File: config.mk
export PLATFORM = sky130hd
export DESIGN_NAME = bnn_neuron_acc_flat
export DESIGN_NICKNAME = d
export VERILOG_FILES = /design/src/rtl/bnn_pkg.sv /design/src/rtl/bnn_neuron_acc_if.sv /design/src/rtl/bnn_xnor_popcount.sv /design/src/rtl/bnn_neuron_acc.sv /design/src/flat_wrapper.sv
export SDC_FILE = /design/constraint.sdc
export NUM_CORES = 1
export LEC_CHECK = 0
export BUFFER_PORTS_ARGS = -buffer_cell sky130_fd_sc_hd__buf_4
export CORE_ASPECT_RATIO = 1.4
export CORE_UTILIZATION = 56
export DETAILED_ROUTE_END_ITERATION = 7
export GPL_TIMING_DRIVEN = 0
export HOLD_SLACK_MARGIN = 0.08
export MAX_ROUTING_LAYER = met4
export PLACE_DENSITY = 0.81
export SLEW_MARGIN = 25
export SYNTH_ARGS = -nofsm -noshare
export SYNTH_HDL_FRONTEND = slang
export SYNTH_SLANG_ARGS = --single-unit
File: constraint.sdc
create_clock -name clk -period 6.55 [get_ports clk]
set_clock_uncertainty 0.15 [all_clocks]
set_input_delay 0.655 -clock clk [delete_from_list [all_inputs] [get_ports clk]]
set_output_delay 0.655 -clock clk [all_outputs]
set_load 0.1 [all_outputs]
File: src/rtl/bnn_pkg.sv
// Shared types and helpers for the binarized-neuron datapath.
// Activations are 2-bit signed codes whose sign bit alone selects +1 or -1.
package bnn_pkg;

   localparam int TARGET_DEPTH = 2;

   typedef enum logic [1:0] {
      IDLE,
      ACCUM,
      DONE
   } state_t;

   localparam logic signed [TARGET_DEPTH-1:0] ACT_POS = 2'sb01;
   localparam logic signed [TARGET_DEPTH-1:0] ACT_NEG = 2'sb11;

   // Non-canonical codes (00, 10) decode by the same sign-bit rule.
   function automatic logic act_sign(input logic signed [TARGET_DEPTH-1:0] act);
      return act[TARGET_DEPTH-1];
   endfunction

endpackage

File: src/rtl/bnn_neuron_acc_if.sv
// Beat input and result output handshake bundle of the neuron accumulator.
// The master side feeds beats and consumes results; the slave side is the neuron.
interface bnn_neuron_acc_if #(
   parameter int WIDTH        = 3,
   parameter int depth        = 32,
   parameter int target_depth = 2
);

   logic                           in_valid;
   logic                           in_ready;
   logic signed [target_depth-1:0] in_act [WIDTH];
   logic        [WIDTH-1:0]        in_weight;
   logic signed [depth-1:0]        in_bias;
   logic                           out_valid;
   logic                           out_ready;
   logic signed [depth-1:0]        out_data;

   modport master (
      output in_valid, in_act, in_weight, in_bias, out_ready,
      input  in_ready, out_valid, out_data
   );

   modport slave (
      input  in_valid, in_act, in_weight, in_bias, out_ready,
      output in_ready, out_valid, out_data
   );

endinterface

File: src/rtl/bnn_xnor_popcount.sv
// Combinational XNOR-popcount of one beat: term = 2*popcount(match) - WIDTH.
// A lane matches when activation and weight share the same polarity.
module bnn_xnor_popcount
   import bnn_pkg::*;
#(
   parameter int  WIDTH  = 3,
   localparam int TERM_W = $clog2(WIDTH) + 2
) (
   input  logic signed [TARGET_DEPTH-1:0] in_act_i [WIDTH],
   input  logic        [WIDTH-1:0]        in_weight_i,
   output logic signed [TERM_W-1:0]       term_o
);

   logic [WIDTH-1:0]  match;
   logic [TERM_W-1:0] popCnt;

   always_comb begin
      match  = '0;
      popCnt = '0;
      for (int i = 0; i < WIDTH; i++) begin
         match[i] = ~(act_sign(in_act_i[i]) ^ ~in_weight_i[i]);
         popCnt   = popCnt + TERM_W'(match[i]);
      end
   end

   // Modular arithmetic keeps the result exact over [-WIDTH, +WIDTH].
   assign term_o = $signed((popCnt << 1) - TERM_W'(WIDTH));

endmodule

File: src/rtl/bnn_neuron_acc.sv
// Binarized neuron: accumulates NUM_BEATS XNOR-popcount terms onto a bias
// and presents one signed pre-activation per neuron.
module bnn_neuron_acc
   import bnn_pkg::*;
#(
   parameter int WIDTH        = 3,
   parameter int NUM_BEATS    = 4,
   parameter int depth        = 32,
   parameter int target_depth = TARGET_DEPTH
) (
   input logic              clk,
   input logic              rst_n,
   bnn_neuron_acc_if.slave  bus
);

   localparam int TERM_W = $clog2(WIDTH) + 2;
   localparam int CNT_W  = $clog2(NUM_BEATS) + 1;
   localparam logic [CNT_W-1:0] LAST_CNT = CNT_W'(NUM_BEATS - 1);

   if (NUM_BEATS < 1) begin : gBeatCountCheck
      $error("bnn_neuron_acc: NUM_BEATS must be at least 1");
   end
   if (longint'(NUM_BEATS) * longint'(WIDTH) >= (longint'(1) << (depth - 2))) begin : gRangeCheck
      $error("bnn_neuron_acc: NUM_BEATS*WIDTH must be below 2^(depth-2)");
   end
   if (target_depth != TARGET_DEPTH) begin : gActWidthCheck
      $error("bnn_neuron_acc: target_depth must match the package activation width");
   end

   state_t                  state_q, state_d;
   logic signed [depth-1:0] acc_q, acc_d;
   logic [CNT_W-1:0]        beatCnt_q, beatCnt_d;
   logic signed [TERM_W-1:0] term;
   logic signed [depth-1:0] termExt;
   logic                    inReady;
   logic                    outValid;

   bnn_xnor_popcount #(.WIDTH(WIDTH)) uPopcount (
      .in_act_i    (bus.in_act),
      .in_weight_i (bus.in_weight),
      .term_o      (term)
   );

   assign termExt = {{(depth - TERM_W){term[TERM_W-1]}}, term};

   always_ff @(posedge clk or negedge rst_n) begin
      if (!rst_n) begin
         state_q   <= IDLE;
         acc_q     <= '0;
         beatCnt_q <= '0;
      end else begin
         state_q   <= state_d;
         acc_q     <= acc_d;
         beatCnt_q <= beatCnt_d;
      end
   end

   // in_ready is gated by rst_n so no beat looks accepted while held in reset.
   always_comb begin
      state_d   = state_q;
      acc_d     = acc_q;
      beatCnt_d = beatCnt_q;
      inReady   = 1'b0;
      outValid  = 1'b0;
      case (state_q)
         IDLE: begin
            inReady = rst_n;
            if (bus.in_valid && rst_n) begin
               acc_d     = bus.in_bias + termExt;
               beatCnt_d = CNT_W'(1);
               state_d   = (NUM_BEATS == 1) ? DONE : ACCUM;
            end
         end
         ACCUM: begin
            inReady = rst_n;
            if (bus.in_valid && rst_n) begin
               acc_d     = acc_q + termExt;
               beatCnt_d = beatCnt_q + CNT_W'(1);
               if (beatCnt_q == LAST_CNT) begin
                  state_d = DONE;
               end
            end
         end
         DONE: begin
            outValid = 1'b1;
            if (bus.out_ready) begin
               state_d   = IDLE;
               beatCnt_d = '0;
            end
         end
         default: state_d = IDLE;
      endcase
   end

   assign bus.in_ready  = inReady;
   assign bus.out_valid = outValid;
   assign bus.out_data  = acc_q;

endmodule

File: src/flat_wrapper.sv
// flat-port wrapper written by rule: the top's interface ports become plain ports
module bnn_neuron_acc_flat import bnn_pkg::*;
#(
   parameter int WIDTH        = 3,
   parameter int NUM_BEATS    = 4,
   parameter int depth        = 32,
   parameter int target_depth = TARGET_DEPTH
)
  (clk, rst_n, bus_in_valid, bus_in_act, bus_in_weight, bus_in_bias, bus_out_ready, bus_in_ready, bus_out_valid, bus_out_data);
  bnn_neuron_acc_if #(.WIDTH(WIDTH), .depth(depth), .target_depth(target_depth)) bus_i ();
  input logic clk;
  input logic rst_n;
  input wire logic [$bits(bus_i.in_valid)-1:0] bus_in_valid;
  input wire logic [$bits(bus_i.in_act)-1:0] bus_in_act;
  input wire logic [$bits(bus_i.in_weight)-1:0] bus_in_weight;
  input wire logic [$bits(bus_i.in_bias)-1:0] bus_in_bias;
  input wire logic [$bits(bus_i.out_ready)-1:0] bus_out_ready;
  output wire logic [$bits(bus_i.in_ready)-1:0] bus_in_ready;
  output wire logic [$bits(bus_i.out_valid)-1:0] bus_out_valid;
  output wire logic [$bits(bus_i.out_data)-1:0] bus_out_data;
  assign bus_i.in_valid = bus_in_valid;
  assign bus_i.in_act = {>>{bus_in_act}};
  assign bus_i.in_weight = bus_in_weight;
  assign bus_i.in_bias = bus_in_bias;
  assign bus_i.out_ready = bus_out_ready;
  assign bus_in_ready = bus_i.in_ready;
  assign bus_out_valid = bus_i.out_valid;
  assign bus_out_data = bus_i.out_data;
  bnn_neuron_acc #(.WIDTH(WIDTH), .NUM_BEATS(NUM_BEATS), .depth(depth), .target_depth(target_depth)) u_core (.clk(clk), .rst_n(rst_n), .bus(bus_i));
endmodule
==> impl_summary.md, run 1 <==
Global routing
The leftover overflow at the end of global routing is 0. The number of antenna violations at the first check in global routing came to 0. The global routing usage summed across all routing layers is 30.45%. The first global-routing pass estimated 16.77 mm of wire. The number of global-route vias before repair came to 3652. The largest net degree at the start of global routing is 40.

Timing
The worst slew margin relative to its limit is 55.34%. Across all hold checks on the routed design, the worst slack comes to 0.1718 ns. Setup repair after global routing left no endpoint under its margin. The setup-violating endpoint count in the final report is 0. The achievable frequency is 0.1653 GHz. The final cycle utilization of the critical path is 92.34%. For the pin with the worst max-slew slack, the measured transition is 0.6699 ns. The number of hold violations in the final report is 0.

The final period demand of the worst path is 6.048 ns. After routing, the total negative slack on setup checks comes to 0 ns. The final count of pins violating max slew is 0.

Finish
The multi-input combinational cells in the finished layout cover a total of 2744 um^2. The sequential cell area is 925.9 um^2. The fraction of final layout cells with drive strength greater than 1 is 24.11%.

The layout filler cell count is 565. The synthesis-to-finish area growth is 19.40%. The final core utilization is 69.41%. For this run, the post-layout net count is 604.

0 antenna diodes ended up in the layout.

Drt
The via count normalized by instance count is 6.018. The number of design-rule violations left by the first detailed-router iteration is 212. In this run the remaining antenna-violating nets after routing total 0. The average wire per cell in the routed design is 16.75 um. The number of detailed-route iterations in the first pass is 5.

The number of remaining DRC errors is 0. The detailed-route via count is 3641. The routed design has 10.13 mm of wire.

Clocking
TritonCTS built the clock tree. The clock input transition at the sequential cells of the worst setup and hold paths is 0.08 ns. The count of H-tree levels built during CTS is 2. In this run the deepest clock path goes through 2 buffers. Once the clock tree was built, the setup fixing pass inserted 0 buffers.

CTS placed an instance of sky130_fd_sc_hd__clkbuf_8 at the clock tree root. Counting the buffers created by CTS gives 5. For this design, the sink count on the clock tree is 37. The cts-stage hold buffer count is 0. At the later pin of the worst-skew pair, clock insertion delay measures 0.29 ns.

Worst setup path
The arrival time of the worst setup path is 6.05 ns. The worst setup path is of the reg -> reg kind. The logic depth of the worst register-to-register path is 20. Setup slack on the worst reg-to-reg path comes out at 0.50 ns. The type of element capturing the critical path is a register. Of all nets on the critical path, the largest fanout is 10. The sort of element at the start of the critical path is a register. The data required time of the critical path is 6.56 ns. The reg-to-reg critical path startpoint is u_core.state_q[1]. The launch point of the critical path is u_core.state_q[1].

Die
Once the floorplan was initialized, standard cells occupied 58.13% of the core. The die outline height is 99.71 um. The total area inside the core boundary comes to 6569 um^2. The die covers 7158 um^2.

During I/O placement, the number of pins put on the boundary was 79. The number of rows in the core area is 35. The die is 71.79 um wide.

Yosys
Yosys printed 0 warnings. The number of nets handed over by synthesis was 522. The gate count after technology mapping is 448. Each instance of the synthesized netlist takes up on average 8.524 um^2. The flip-flop cell with the highest count after synthesis is sky130_fd_sc_hd__dfrtp_1. The flop and latch count out of synthesis is 37. The number of synthesized flops with an enable pin is 0. After synthesis the cells add up to 3819 um^2.

The share of flip-flops with an asynchronous set or reset after synthesis is 100.0%. The proportion of synthesized chip area in sequential cells is 24.25%. The distinct cell type count after synthesis is 61.

Status
The run finished with clean final reports.

Flow run
The max-capacitance violation count is 0.

Placed design
The placed wire-length estimate is 7.785 mm. Buffers placed on the I/O ports in this run total 75. The congestion estimate from routability-driven global placement came to 0.9509.

Worst hold path
The worst hold-check path type is in -> async.
metal layers:
metal / share of wire [%] / wire length, um / up-vias / track usage, %
met5: 0 / 0 / - / -
met4: 2.2 / 218 / 0 / 10.11
met3: 4.7 / 473 / 15 / 3.951
met2: 53 / 5350 / 118 / 54.79
met1: 40 / 4089 / 1722 / 34.36
li1: - / - / 1786 / -
kinds of logic after synthesis:
family,count (synthesis),synth area share (%)
AND/OR/NAND/NOR,129,15.70
XOR/XNOR,41,9.404
multiplexers,43,12.61
flip-flops,37,24.25
adder cells (fa/ha/maj),30,10.16
AO/OA/AOI/OAI,133,23.98
buffers and inverters,35,3.899
registers in the layout (all words and copies together) (netlist names):
| signal | cells |
|---|---|
| u_core.state_q | 2 |
| u_core.bus.out_data | 32 |
| u_core.beatCnt_q | 3 |
repair_timing:
item | CTS | global route
endpoints found under the setup margin | 0 | 5
hold endpoints to repair | 0 | 0
resized for setup | 0 | 3
placed cells by master, fill, tap and decap left out, types with 5 or more instances in the layout:
cell,n
sky130_fd_sc_hd__dfrtp_1,37
sky130_fd_sc_hd__nor3_1,8
sky130_fd_sc_hd__xor2_1,11
sky130_fd_sc_hd__a21o_1,13
sky130_fd_sc_hd__nor2_1,21
sky130_fd_sc_hd__nand2b_1,6
sky130_fd_sc_hd__inv_1,14
sky130_fd_sc_hd__ha_1,27
sky130_fd_sc_hd__clkbuf_1,9
sky130_fd_sc_hd__clkbuf_8,5
sky130_fd_sc_hd__mux2i_1,18
sky130_fd_sc_hd__o22ai_1,5
sky130_fd_sc_hd__nand2_1,59
sky130_fd_sc_hd__nor2b_1,6
sky130_fd_sc_hd__a21oi_1,30
sky130_fd_sc_hd__nand3_1,12
sky130_fd_sc_hd__buf_4,75
sky130_fd_sc_hd__mux2_2,21
sky130_fd_sc_hd__o21ai_0,38
sky130_fd_sc_hd__xnor2_1,30
sky130_fd_sc_hd__a31oi_1,7
synth_stat cells (7+ instances only):
library cell | instances | area share [%]
sky130_fd_sc_hd__nand2_1 | 59 | 5.8
sky130_fd_sc_hd__o21ai_0 | 38 | 5.0
sky130_fd_sc_hd__dfrtp_1 | 37 | 24
sky130_fd_sc_hd__a21oi_1 | 30 | 3.9
sky130_fd_sc_hd__xnor2_1 | 30 | 6.9
sky130_fd_sc_hd__ha_1 | 27 | 8.8
sky130_fd_sc_hd__mux2_2 | 21 | 6.2
sky130_fd_sc_hd__nor2_1 | 21 | 2.1
sky130_fd_sc_hd__mux2i_1 | 18 | 4.7
sky130_fd_sc_hd__inv_1 | 14 | 1.4
sky130_fd_sc_hd__a21o_1 | 13 | 2.6
sky130_fd_sc_hd__nand3_1 | 12 | 1.6
sky130_fd_sc_hd__xor2_1 | 11 | 2.5
sky130_fd_sc_hd__clkbuf_1 | 9 | 0.88
sky130_fd_sc_hd__nor3_1 | 8 | 1.0
sky130_fd_sc_hd__a31oi_1 | 7 | 1.1
critical path, stage by stage, from the launching register on:
cell	delay [ns]
sky130_fd_sc_hd__dfrtp_1	0.42
sky130_fd_sc_hd__inv_1	0.10
sky130_fd_sc_hd__ha_1	0.16
sky130_fd_sc_hd__buf_6	0.19
sky130_fd_sc_hd__buf_6	0.17
sky130_fd_sc_hd__buf_2	0.23
sky130_fd_sc_hd__buf_1	0.43
sky130_fd_sc_hd__clkbuf_2	0.37
sky130_fd_sc_hd__clkbuf_2	0.37
sky130_fd_sc_hd__mux2_2	0.38
sky130_fd_sc_hd__ha_1	0.36
sky130_fd_sc_hd__nor2b_1	0.21
sky130_fd_sc_hd__o2111ai_1	0.15
sky130_fd_sc_hd__a21boi_0	0.51
sky130_fd_sc_hd__nor4_1	0.18
sky130_fd_sc_hd__o31ai_1	0.44
sky130_fd_sc_hd__a21oi_1	0.13
sky130_fd_sc_hd__o21ai_0	0.44
sky130_fd_sc_hd__a41oi_1	0.23
sky130_fd_sc_hd__xnor2_1	0.20
sky130_fd_sc_hd__o21ai_0	0.09
through the flow:
step	setup WS [ns]	instances	cell area (um^2)
2_1_floorplan	1.463	448	3819
3_3_place_gp	0.3420	597	4474
3_5_place_dp	0.1851	597	4474
4_1_cts	0.1375	605	4557
5_1_grt	0.1236	605	4559
6_report	0.5017	605	4559
final cells by class:
type | instances | share of cell area [%]
buffer | 18 | 1.921
sequential | 37 | 20.31
tap | 74 | 2.031
timing repair buffer | 75 | 12.35
multi-input combinational | 376 | 60.18
clock buffer | 6 | 1.592
clock inverter | 2 | 0.2195
inverter | 17 | 1.400
final timing paths:
path,endpoint
max in group asynchronous,u_core.beatCnt_q[0]
min reg2reg,u_core.bus.out_data[19]
max,u_core.bus.out_data[28]
min,u_core.bus.out_data[15]
min in group clk,u_core.bus.out_data[19]
max reg2reg,u_core.bus.out_data[28]
Power of run 1 is left out: the tool's default activity adds up to more than one toggle a clock period on the data nets, which glitch-free logic cannot reach.
==> inputs of run 2 (changes only) <==
Settings changed: CORE_MARGIN set to 5, CORE_UTILIZATION 56 to 58, CTS_BUF_LIST set to sky130_fd_sc_hd__clkbuf_8, PLACE_DENSITY 0.81 to 0.84.
==> run 2 against run 1 <==
Net effect: design area is 0.82% higher; die area is 16% higher; register-to-register slack better by 0.07 ns; global-route usage is 4.2 points lower; wire length is 2.8% higher; clock-buffer cell count stayed put; first-iteration DRC count is 4.7% lower; hold slack better by 0.010 ns; via count is 2.6% higher; largest cell class unchanged.
==> impl_summary.md, run 2 (synthesis results as in run 1) <==
Worst setup path
The arrival time of the worst setup path was 6.00 ns (-0.05 ns). The sort of element at the start of the critical path is a register. The maximum fanout count along the critical path is 10 (unchanged). The category of the most critical setup path is reg -> reg.

The data required time of the critical path is 6.57 ns (about the same). The worst setup path is captured at a register.

Global routing
The number of global-route vias before repair is 3848 (+5.4%). The largest net degree at the start of global routing was 40 (unchanged). The global routing usage summed across all routing layers came to 26.27% (-4.2 points). The first-pass GRT wire length is 17.20 mm (+2.6%). The number of antenna violations at the first check in global routing is 0 (unchanged). The leftover overflow at the end of global routing came to 0 (unchanged).

Die
The die outline height is 106.0 um (+6.3%). The die outline area is 8329 um^2 (+16%). The number of rows in the core area came to 35 (unchanged).

The die width is 78.58 um (+9.5%). The area of the core is 6481 um^2 (-1.3%). The initial standard-cell utilization of the core is 58.92% (+0.79 points). The number of top-level pins was 79 (unchanged).

Drt
The detailed-route via count is 3736 (+2.6%). The sum of routed wire length over all layers came to 10.42 mm (+2.8%). The number of remaining DRC errors was 0 (unchanged). The average wire per cell in the routed design came to 17.22 um (+2.8%).

The number of routed nets with antenna violations came to 0 (unchanged). The number of detailed-route iterations in the first pass is 5 (unchanged). The via count normalized by instance count is 6.175 (+2.6%). The number of design-rule violations left by the first detailed-router iteration is 202 (-4.7%).

Timing
The final count of pins violating max slew is 0 (unchanged). The setup-violating endpoint count in the final report is 0 (unchanged). The worst slew margin relative to its limit is 56.03% (+0.69 points).

The actual slew at the worst max-slew pin is 0.6552 ns (-0.01474 ns). The achievable frequency is 0.1672 GHz (+1.1%). The final period demand of the worst path is 5.982 ns (-0.06632 ns). The final cycle utilization of the critical path is 91.33% (-1.0 points). The number of hold violations in the final report is 0 (unchanged).

Setup repair after global routing left no endpoint under its margin. The final-layout setup total negative slack is 0 ns (unchanged).

Finish
The number of inserted diodes is 0 (unchanged). The flip-flop count of the largest register, all copies and words added was 32 (unchanged). In the layout the commonest cells are sky130_fd_sc_hd__buf_4 (75), sky130_fd_sc_hd__nand2_1 (59), sky130_fd_sc_hd__o21ai_0 (38), sky130_fd_sc_hd__dfrtp_1 (37).

The layout filler cell count was 536 (-5.1%). The library cell used most frequently in the layout, excluding fill and tap cells, is sky130_fd_sc_hd__buf_4. The fraction of final layout cells with drive strength greater than 1 is 24.29% (+0.19 points). The cell area after layout was 4597 um^2 (+0.82%).

The net count reported at finish came to 604 (unchanged). The synthesis-to-finish area growth is 20.38%.

Clocking
The clock buffer count from CTS is 5 (unchanged). The clock root buffer master is sky130_fd_sc_hd__clkbuf_8. The count of H-tree levels built during CTS came to 2 (unchanged).

TritonCTS built the clock tree. The clock latency at the later pin of the worst-skew pair is 0.30 ns (about the same). The deepest clock path buffer count came to 2 (unchanged). The sink count of the clock tree is 37 (unchanged). The clock input transition at the sequential cells of the worst setup and hold paths is 0.09 ns (about the same).

The cts-stage hold buffer count is 0 (unchanged).

Placed design
The global placer's final weighted congestion is 0.9711 (+2.1%). The cell area after placement is 4474 um^2 (unchanged). The placed wire-length estimate came to 7.928 mm (+1.8%). The number of buffers added on ports came to 75 (unchanged).

Flow run
The max-capacitance violation count was 0 (unchanged).

Status
The flow ran to the end, and the final reports show no timing, DRC or antenna violations.

Worst hold path
In this run the worst hold path is classified as in -> async.
run 2: cell count changes in the layout (fill, tap and decap cells not counted):
cell and delta:
sky130_fd_sc_hd__clkbuf_1 -1, sky130_fd_sc_hd__clkinvlp_4 +1, sky130_fd_sc_hd__clkbuf_8 +1, sky130_fd_sc_hd__clkinv_2 -2, sky130_fd_sc_hd__bufinv_16 +1
run 2: worst max-delay path, cell delays in order (launching register included):
cell                        delay (ns)
sky130_fd_sc_hd__dfrtp_1          0.42
sky130_fd_sc_hd__inv_1            0.09
sky130_fd_sc_hd__ha_1             0.16
sky130_fd_sc_hd__buf_6            0.19
sky130_fd_sc_hd__buf_6            0.17
sky130_fd_sc_hd__buf_2            0.23
sky130_fd_sc_hd__buf_1            0.41
sky130_fd_sc_hd__clkbuf_2         0.37
sky130_fd_sc_hd__clkbuf_2         0.38
sky130_fd_sc_hd__mux2_2           0.38
sky130_fd_sc_hd__ha_1             0.36
sky130_fd_sc_hd__nor2b_1          0.20
sky130_fd_sc_hd__o2111ai_1        0.15
sky130_fd_sc_hd__a21boi_0         0.45
sky130_fd_sc_hd__nor4_1           0.16
sky130_fd_sc_hd__o31ai_1          0.45
sky130_fd_sc_hd__a21oi_1          0.13
sky130_fd_sc_hd__o21ai_0          0.47
sky130_fd_sc_hd__a41oi_1          0.24
sky130_fd_sc_hd__xnor2_1          0.19
sky130_fd_sc_hd__o21ai_0          0.09
run 2: through the flow:
| step | instances | setup WS (ns) | hold WS (ns) | util [%] |
|---|---|---|---|---|
| finish | 605 | 0.5681 | 0.1820 | 70.93 |
| CTS | 605 | 0.2322 | 0.1961 | 70.89 |
| detailed placement | 597 | 0.2530 | 0.3406 | 69.03 |
| global route | 605 | 0.1916 | 0.2116 | 70.93 |
| floorplan | 448 | 1.463 | 0.2094 | - |
| global placement | 597 | 0.3613 | 0.3297 | 69.03 |
run 2: repair_timing:
item                                    4_1_cts  5_1_grt
gates resized for setup                       0        3
hold endpoints to repair                      0        0
setup buffers                                 0        0
endpoints found under the setup margin        0        3
run 2: final timing paths:
check                                   startpoint                 endpoint  slack [ns]  cells after the start
max reg2reg                      u_core.state_q[1]  u_core.bus.out_data[28]        0.57                     20
min in group clk           u_core.bus.out_data[19]  u_core.bus.out_data[19]        0.36                      2
max                              u_core.state_q[1]  u_core.bus.out_data[28]        0.57                     20
min reg2reg                u_core.bus.out_data[19]  u_core.bus.out_data[19]        0.36                      2
max in group asynchronous                    rst_n  u_core.bus.out_data[12]        5.69                      1
min                                          rst_n   u_core.bus.out_data[2]        0.18                      1
run 2: final cells by class:
| type | count | area [um^2] | share of cell area (%) |
|---|---|---|---|
| plain buffers | 18 | 87.58 | 1.905 |
| inverters | 17 | 63.81 | 1.388 |
| multi-input cells | 376 | 2744 | 59.69 |
| well taps | 74 | 92.59 | 2.014 |
| flip-flops and latches | 37 | 925.9 | 20.14 |
| repair buffers | 75 | 563.0 | 12.25 |
| clock inverters | 2 | 37.54 | 0.8165 |
| clock buffers | 6 | 82.58 | 1.796 |
run 2: metal layers:
layer | up-vias | track usage, % | share of wire, %
li1 | 1787 | - | -
met4 | 0 | 12.38 | 2.7
met3 | 26 | 5.424 | 5.6
met2 | 130 | 45.57 | 52
met1 | 1793 | 28.38 | 39
met5 | - | - | 0
Power of run 2 is left out for the same reason.
